===== src/rtl/gray_rr_scheduler.sv =====
// rtl/gray_rr_scheduler.sv - round-robin shared RGB444-to-gray converter with one registered output slot
module gray_rr_scheduler #(
  parameter int NUM_REQ = 4,
  parameter int ID_W    = 2
) (
  input  logic                  clk,
  input  logic                  reset,
  input  logic                  gray_en,
  input  logic [NUM_REQ-1:0]    req_valid,
  input  logic [NUM_REQ*12-1:0] req_data,
  output logic [NUM_REQ-1:0]    req_ready,
  output logic                  rsp_valid,
  output logic [11:0]           rsp_data,
  output logic [ID_W-1:0]       rsp_id,
  input  logic                  rsp_ready,
  output logic [15:0]           busy_cnt
);

  logic [ID_W-1:0] last_gnt;
  logic [ID_W-1:0] gnt_id;
  logic            gnt_found;
  logic            slot_free;
  logic [11:0]     sel_pix;

  function automatic logic [11:0] to_gray(input logic [11:0] p);
    logic [11:0] sum;
    sum = 12'd77  * {8'd0, p[11:8]}
        + 12'd154 * {8'd0, p[7:4]}
        + 12'd25  * {8'd0, p[3:0]};
    return {sum[11:8], sum[11:8], sum[11:8]};
  endfunction

  assign slot_free = !rsp_valid || rsp_ready;

  // Scan starts just past the last winner so every requester is reached within NUM_REQ grants.
  always_comb begin
    int cand;
    req_ready = '0;
    gnt_id    = '0;
    gnt_found = 1'b0;
    cand      = 0;
    if (!reset && slot_free) begin
      for (int k = 1; k <= NUM_REQ; k++) begin
        cand = (int'(last_gnt) + k) % NUM_REQ;
        if (!gnt_found && req_valid[ID_W'(cand)]) begin
          gnt_found = 1'b1;
          gnt_id    = ID_W'(cand);
        end
      end
    end
    if (gnt_found) req_ready[gnt_id] = 1'b1;
  end

  assign sel_pix = req_data[int'(gnt_id)*12 +: 12];

  always_ff @(posedge clk) begin
    if (reset) begin
      rsp_valid <= 1'b0;
      rsp_data  <= '0;
      rsp_id    <= '0;
      busy_cnt  <= '0;
      last_gnt  <= ID_W'(NUM_REQ - 1);
    end else if (gnt_found) begin
      // A drain and a new accept in the same cycle simply reload the slot.
      rsp_valid <= 1'b1;
      rsp_data  <= gray_en ? to_gray(sel_pix) : sel_pix;
      rsp_id    <= gnt_id;
      last_gnt  <= gnt_id;
      busy_cnt  <= busy_cnt + 16'd1;
    end else if (rsp_ready) begin
      rsp_valid <= 1'b0;
    end
  end

endmodule


===== config.mk =====
export PLATFORM = sky130hd
export DESIGN_NAME = gray_rr_scheduler
export DESIGN_NICKNAME = d
export VERILOG_FILES = /design/src/rtl/gray_rr_scheduler.sv
export SDC_FILE = /design/constraint.sdc
export NUM_CORES = 1
export LEC_CHECK = 0
export BUFFER_PORTS_ARGS = -buffer_cell sky130_fd_sc_hd__buf_2
export CORE_MARGIN = 5
export CORE_UTILIZATION = 49
export CTS_CLUSTER_DIAMETER = 120
export DETAILED_ROUTE_END_ITERATION = 8
export PLACE_DENSITY = 0.77
export SYNTH_ARGS = -nofsm -noshare
export SYNTH_HDL_FRONTEND = slang
export SYNTH_SLANG_ARGS = --single-unit

===== constraint.sdc =====
create_clock -name clk -period 6.7 [get_ports clk]
set_clock_uncertainty 0.2 [all_clocks]
set_input_delay 0.335 -clock clk [delete_from_list [all_inputs] [get_ports clk]]
set_output_delay 0.335 -clock clk [all_outputs]
set_load 0.02 [all_outputs]

==> results of run 1 <==
[timing repair]
action	in CTS	in global routing
setup buffers	2	1
gates resized for setup	1	18
pin swaps	1	4
setup endpoints to repair	6	12
gates cloned	0	0
[registers in the layout, indices dropped and copies added (netlist names)]
signal     cells
rsp_valid      1
busy_cnt      16
rsp_data      12
last_gnt       2
rsp_id         2
[final cells by class]
cell class	instances	share of cell area [%]
Sequential cell	33	15.57
Clock buffer	7	2.023
Inverter	56	4.925
Multi-Input combinational cell	290	61.04
Tap cell	96	2.814
Timing Repair Buffer	107	13.63
[cell families (layout without fill, tap and decap cells)]
group,after synthesis,after routing
compound gates,65,65
mux,31,31
simple gates,109,109
fa+ha+maj,62,62
xor+xnor,23,23
buf+inv,68,170
flops,33,33
[worst reg2reg max path: cells and delay by family, from the launching register on]
family | cells | cell delay (ns)
AOI/OAI and AO/OA | 9 | 1.65
xor gates and xnor gates | 1 | 0.14
adders and majority gates | 8 | 2.63
buffers and inverters | 2 | 0.14
DFF | 1 | 0.42
muxes | 2 | 0.87
and+or+nand+nor | 2 | 0.35
[power breakdown]
part | switching (W) | leakage [nW] | internal [W] | total [W]
Sequential | 0.0000231 | 0.271 | 0.000237 | 0.000260
Combinational | 0.000870 | 1.86 | 0.000757 | 0.00163
Clock | 0.0000683 | 0.0443 | 0.0000814 | 0.000150
Total | 0.000962 | 2.18 | 0.00108 | 0.00204
[worst paths after layout]
path                                          startpoint                  endpoint  slack (ns)
worst max-delay path            last_gnt[0]$_SDFFE_PP1P_  rsp_data[7]$_SDFFE_PP0P_        0.23
worst min-delay path                           rsp_ready    rsp_valid$_SDFFE_PP0P_        0.18
worst max register to register  last_gnt[0]$_SDFFE_PP1P_  rsp_data[7]$_SDFFE_PP0P_        0.23
worst min register to register    rsp_id[0]$_SDFFE_PP0P_    rsp_id[0]$_SDFFE_PP0P_        0.26
[layer usage]
layer,GRT usage (%),vias up,share of wire (%)
met1,25.54,1451,43
li1,-,1536,-
met5,0,-,0
met3,3.446,9,6.5
met4,3.971,0,0.85
met2,34.69,95,49
[stage by stage]
step	hold WS [ns]	power, W	setup TNS, ns	area, sq um	instances
6_report	0.1751	0.002037	0	4268	589
3_3_place_gp	0.2524	0.001748	0	4081	579
5_1_grt	0.2049	0.002319	-0.02479	4268	589
4_1_cts	0.1767	0.001972	0	4184	588
2_1_floorplan	0.3206	0.001477	0	3480	391
3_5_place_dp	0.2561	0.001811	-0.2638	4081	579
[cells in the final DEF, fill, tap and decap left out, drive strengths merged, types with 14 or more instances in the layout]
master / netlist / final
inv: 56 / 56
mux2i: 17 / 17
dfxtp: 33 / 33
a21oi: 16 / 16
nor2: 36 / 36
fa: 18 / 18
ha: 44 / 44
nand2: 31 / 31
buf: 5 / 107
xor2: 14 / 14
==> results by group, run 1 <==
STA
  – Count of final setup violators: 0
  – Hold Fails Final Rpt: 0
  – Fin crit share: 96.54%
  – Minimum clock period: 6.468 ns
  – Slew headroom: 42.47%
  – Worst-Margin Slew: 0.8551 ns
  – Max-slew violations: 0
  – Achievable Freq: 154.6 MHz
  – Fin worst setup slack: 0.2317 ns

Placed design
  – Gpl congestion: 0.9187
  – DPL Wire Length: 7348 um
  – Port-buffer cells: 90
  – DP Worst Slack: -0.1015 ns

Drt
  – # DRC: 0
  – ANT nets after route: 0
  – Routed WL per cell: 14.74 um
  – Starting DRT DRC Count: 164
  – Via density: 5.248
  – Post-Route WL: 8680 um
  – DR pass1 iterations: 4
  – DR vias: 3091

Global route
  – Global-route usage over all layers: 19.83%
  – Global-route wire length before repair: 14180 um
  – Vias in the first global route: 3207
  – Largest net degree at the start of global routing: 24
  – Initial antenna violation count: 0
  – Grt ovf: 0

CTS
  – H-tree Lvls: 2
  – Worst skew pair latency: 0.28 ns
  – Root buffer cell: clkbuf_8
  – Clk sink count: 33
  – CTS max path bufs: 2
  – CTS tree: yes
  – Cts hold-fix bufs: 0
  – Clock Pin Slew Worst Setup and Hold Paths: 0.06 ns
  – Num CTS Buffers: 5

Worst setup path
  – R2R cell count: 24
  – Arr. time, crit path: 6.48 ns
  – Critical path class: reg2reg
  – Crit path max fanout: 5
  – Slowest Stage Delay on Critical Path: 0.56 ns
  – Crit path cell chain: nand2b_1 > a31oi_4 > and2_4 > mux4_2 > ha_1 > ha_1 > ha_1 > a21o_1 > a21oi_2 > xnor2_1 > ha_1 > ha_1 > inv_1 > fa_1 > fa_1 > inv_1 > ha_4 > a21o_1 > a21oi_1 > o21ai_1 > a21o_1 > a31o_2 > mux2_4 > a31oi_2
  – CP max-delay cell: fa_1
  – Worst Setup End Kind: register
  – Levels on crit path: 24
  – CP top delay family: adder cells
  – Crit path top cell by count: ha_1
  – CP Launch Type: register
  – Worst path bufs/invs: 2
  – Data required, critical path: 6.71 ns

Power
  – PwrDens: 477.2 nW/um^2
  – Leak: 2.178 nW
  – Peak supply drop: 0.2936 mV

Status
  – Status: complete, no violations

Yosys
  – Most used standard cell by instance count after synthesis: inv_1
  – Syn Nets: 509
  – Yosys reg bits: 33
  – Count of cell types in the netlist: 54
  – Synth Area in XOR/XNOR: 5.789%
  – Synth Warn #: 0
  – Post-synth EDFFs: 0
  – Sequential fraction of the synthesis area: 18.99%
  – Post-synth top cells: 56 x inv_1, 44 x ha_1, 35 x nor2_1, 33 x dfxtp_1, 31 x nand2_1
  – Avg Cell Area, Syn: 8.899 sq um
  – Compound-Gate Fraction of Synth Area: 14.20%
  – Largest family of logic cells by synthesized area: adder cells
  – FFs w/ async S/R, synth: 0%
  – Mux share of post-synthesis cell area: 11.29%
  – Post-synthesis simple-gate area fraction: 15.25%
  – Top_reg_cell synth: dfxtp_1
  – Top post-synthesis cells by area: dfxtp_1 19%, ha_1 16%, fa_1 10%
  – Adder-cell share of the synthesized area: 26.18%
  – Cell Area, Synth: 3480 sq um
  – Leading area contributor after synthesis: dfxtp_1
  – Mapped Cells: 391
  – Post-synth top area share: 18.99%

Floorplan
  – Starting Density: 50.66%
  – Core area: 6869 sq um
  – Row cnt: 30
  – IO Pins: 91
  – Die ar.: 8887 sq um
  – Chip width: 94.27 um
  – Die H: 94.27 um

Hold path
  – Hold Path Class: in2reg
  – Hold-critical path depth: 3

Cells and area
  – Filler cells: 607
  – Ratio of cells with drive above 1 in the final layout: 31.44%
  – Number of diodes: 0
  – Fin util: 62.13%
  – Synthesis-to-layout area growth: 22.65%
  – Multi-input logic area: 2605 sq um
  – Fin nets: 611
  – Reg area: 664.4 sq um

Flow run
  – Max-cap violations: 0
Note: power is estimated with default switching activity, not from simulation.
==> inputs of run 2 (changes only) <==
==> constraint.sdc (replaced) <==
create_clock -name clk -period 6.7 [get_ports clk]
set_clock_uncertainty 0.2 [all_clocks]
set_input_delay 0.67 -clock clk [delete_from_list [all_inputs] [get_ports clk]]
set_output_delay 0.67 -clock clk [all_outputs]
set_load 0.02 [all_outputs]
==> run 2 against run 1 <==
Compared with the run above:
- register-to-register slack improved by 0.06 ns
- routed wire length rose by 0.98%
- design area rose by 3.5%
- die area did not move
- worst setup slack improved by 0.0068 ns
- largest cell class unchanged
- largest power group unchanged
- highest routed layer unchanged
==> results by group, run 2 (same netlist as run 1, synthesis figures left out) <==
Status
  – Status: complete, no violations

Floorplan
  – Die H: 94.27 um (unchanged)
  – IO Pins: 91 (unchanged)
  – Chip width: 94.27 um (unchanged)
  – Starting Density: 50.66% (unchanged)
  – Core area: 6869 sq um (unchanged)
  – Die ar.: 8887 sq um (unchanged)
  – Row cnt: 30 (unchanged)

Global route
  – Largest net degree at the start of global routing: 24 (unchanged)
  – Vias in the first global route: 3177 (-0.94%)
  – Initial antenna violation count: 0 (unchanged)
  – Grt ovf: 0 (unchanged)
  – Global-route usage over all layers: 20.31% (+0.48 points)
  – Global-route wire length before repair: 14500 um (+2.3%)

Worst setup path
  – Slowest Stage Delay on Critical Path: 0.54 ns (-0.02 ns)
  – CP top delay family: adder cells
  – Crit path top cell by count: ha_1
  – CP max-delay cell: fa_1
  – Worst path bufs/invs: 4 (+2)
  – Crit path max fanout: 5 (unchanged)
  – Critical path class: in2reg
  – CP Launch Type: primary input
  – Worst Setup End Kind: register
  – Data required, critical path: 6.70 ns (about the same)
  – Arr. time, crit path: 6.46 ns (-0.02 ns)

Drt
  – # DRC: 0 (unchanged)
  – DR vias: 3177 (+2.8%)
  – Post-Route WL: 8765 um (+0.98%)
  – Via density: 5.243 (-0.10%)
  – DR pass1 iterations: 4 (unchanged)
  – Starting DRT DRC Count: 77 (-53%)
  – Routed WL per cell: 14.46 um (-1.9%)
  – ANT nets after route: 0 (unchanged)

Cells and area
  – Top flop regs: busy_cnt (16), rsp_data (12)
  – Max reg flops: 16 (unchanged)
  – Largest Register: busy_cnt
  – Number of diodes: 0 (unchanged)
  – Leading cell type in the layout, fill and taps excluded: buf_2
  – Final Cell Area: 4419 sq um (+3.5%)
  – Fin nets: 627 (+2.6%)
  – Ratio of cells with drive above 1 in the final layout: 33.33% (+1.9 points)
  – Most frequent cells in the layout: 90 x buf_2, 55 x inv_1, 42 x ha_1
  – Synthesis-to-layout area growth: 27.00%

Placed design
  – DPL Wire Length: 7590 um (+3.3%)
  – Gpl congestion: 0.8847 (-3.7%)
  – Port-buffer cells: 90 (unchanged)
  – Post-DP Area: 4273 sq um (+4.7%)
  – DP Worst Slack: -0.1726 ns (-0.07107 ns)

STA
  – Hold Fails Final Rpt: 0 (unchanged)
  – Slew headroom: 45.43% (+3.0 points)
  – Worst-Margin Slew: 0.8111 ns (-0.04400 ns)
  – Fin crit share: 96.44% (-0.10 points)
  – Achievable Freq: 154.8 MHz (+0.10%)
  – Count of final setup violators: 0 (unchanged)
  – Max-slew violations: 0 (unchanged)
  – Fin worst setup slack: 0.2385 ns (+0.006766 ns)
  – Minimum clock period: 6.462 ns (-0.006766 ns)
  – Setup TNS: 0 ns (unchanged)

CTS
  – Clock Pin Slew Worst Setup and Hold Paths: 0.06 ns (about the same)
  – Clk sink count: 33 (unchanged)
  – Root buffer cell: clkbuf_8
  – H-tree Lvls: 2 (unchanged)
  – CTS tree: yes
  – CTS max path bufs: 2 (unchanged)
  – Num CTS Buffers: 5 (unchanged)
  – Worst skew pair latency: 0.28 ns (about the same)
  – Post-CTS Setup Inserts: 0 (-2)

Power
  – Clock power share: 8.5% (+1.1 points)
  – PwrDens: 505.3 nW/um^2 (+5.9%)
  – Peak supply drop: 0.2696 mV (-8.2%)
  – Leak: 2.282 nW (+4.8%)
  – Sw Ratio: 44.71% (-2.5 points)
  – Power share of the combinational group: 79.9% (about the same)
  – NetSw: 0.0009985 W (+3.8%)
  – Sequential power share: 11.7% (-1.1 points)
  – Internal power: 0.001235 W (+15%)

Flow run
  – Max-cap violations: 0 (unchanged)

Hold path
  – Hold Path Class: reg2reg
## run 2: cell types whose count changed in the layout (fill, tap and decap cells not counted), moves of 2 or more
cell / previous run / this run
mux2i_2: 2 / 0
a31oi_2: 2 / 0
buf_4: 16 / 33
a31oi_1: 2 / 4
## run 2: what timing repair did
action,CTS,global route
hold buffers,0,0
resized for setup,0,9
endpoints found under the setup margin,0,12
hold endpoints to repair,0,0
## run 2: metal layers
layer	part of all wire (%)	up-vias	global-route usage (%)
met2	48	109	35.05
met1	44	1486	26.60
met5	0	-	0
met4	1.5	0	5.656
met3	6.1	11	2.404
li1	-	1571	-
## run 2: layout make-up
cell class | count | area (sq um)
well taps | 96 | 120.1
inverters | 56 | 210.2
multi-input cells | 290 | 2610
repair buffers | 123 | 698.2
clock inverters | 1 | 30.03
fillers | 608 | 2450
clock buffers | 7 | 86.33
flip-flops and latches | 33 | 664.4
## run 2: final timing paths
check | start | end | slack [ns] | depth (start not counted)
min reg2reg | rsp_data[10]$_SDFFE_PP0P_ | rsp_data[10]$_SDFFE_PP0P_ | 0.27 | 2
min | rsp_data[10]$_SDFFE_PP0P_ | rsp_data[10]$_SDFFE_PP0P_ | 0.27 | 2
max | req_valid[1] | rsp_data[3]$_SDFFE_PP0P_ | 0.24 | 27
max reg2reg | last_gnt[1]$_SDFFE_PP1P_ | rsp_data[3]$_SDFFE_PP0P_ | 0.29 | 26
## run 2: worst reg2reg max path, delay by kind of cell, from the launching register on
kind | cells | cell delay (ns)
DFF | 1 | 0.40
buffers and inverters | 3 | 0.16
xor gates and xnor gates | 1 | 0.14
AOI/OAI and AO/OA | 11 | 1.87
muxes | 3 | 0.96
adders and majority gates | 8 | 2.60
## run 2: power groups by stage
stage / Clock (W) / Sequential, W / Combinational, W
5_1_grt: 0.000201 / 0.000264 / 0.00202
6_report: 0.000189 / 0.000260 / 0.00178
3_5_place_dp: 0 / 0.000263 / 0.00174
2_1_floorplan: 0 / 0.000299 / 0.00119
4_1_cts: 0.000193 / 0.000260 / 0.00176
3_3_place_gp: 0 / 0.000263 / 0.00165
## run 2: per-stage QoR
stage                     util, %  total power (W)  instances  hold slack [ns]
after floorplan                 -         0.001487        391           0.3206
after global routing        64.34         0.002481        606           0.3094
after detailed placement    62.20         0.002008        598           0.2542
final                       64.34         0.002233        606           0.2746
after CTS                   63.90         0.002211        606           0.2643
after global placement      62.20         0.001916        598           0.2450
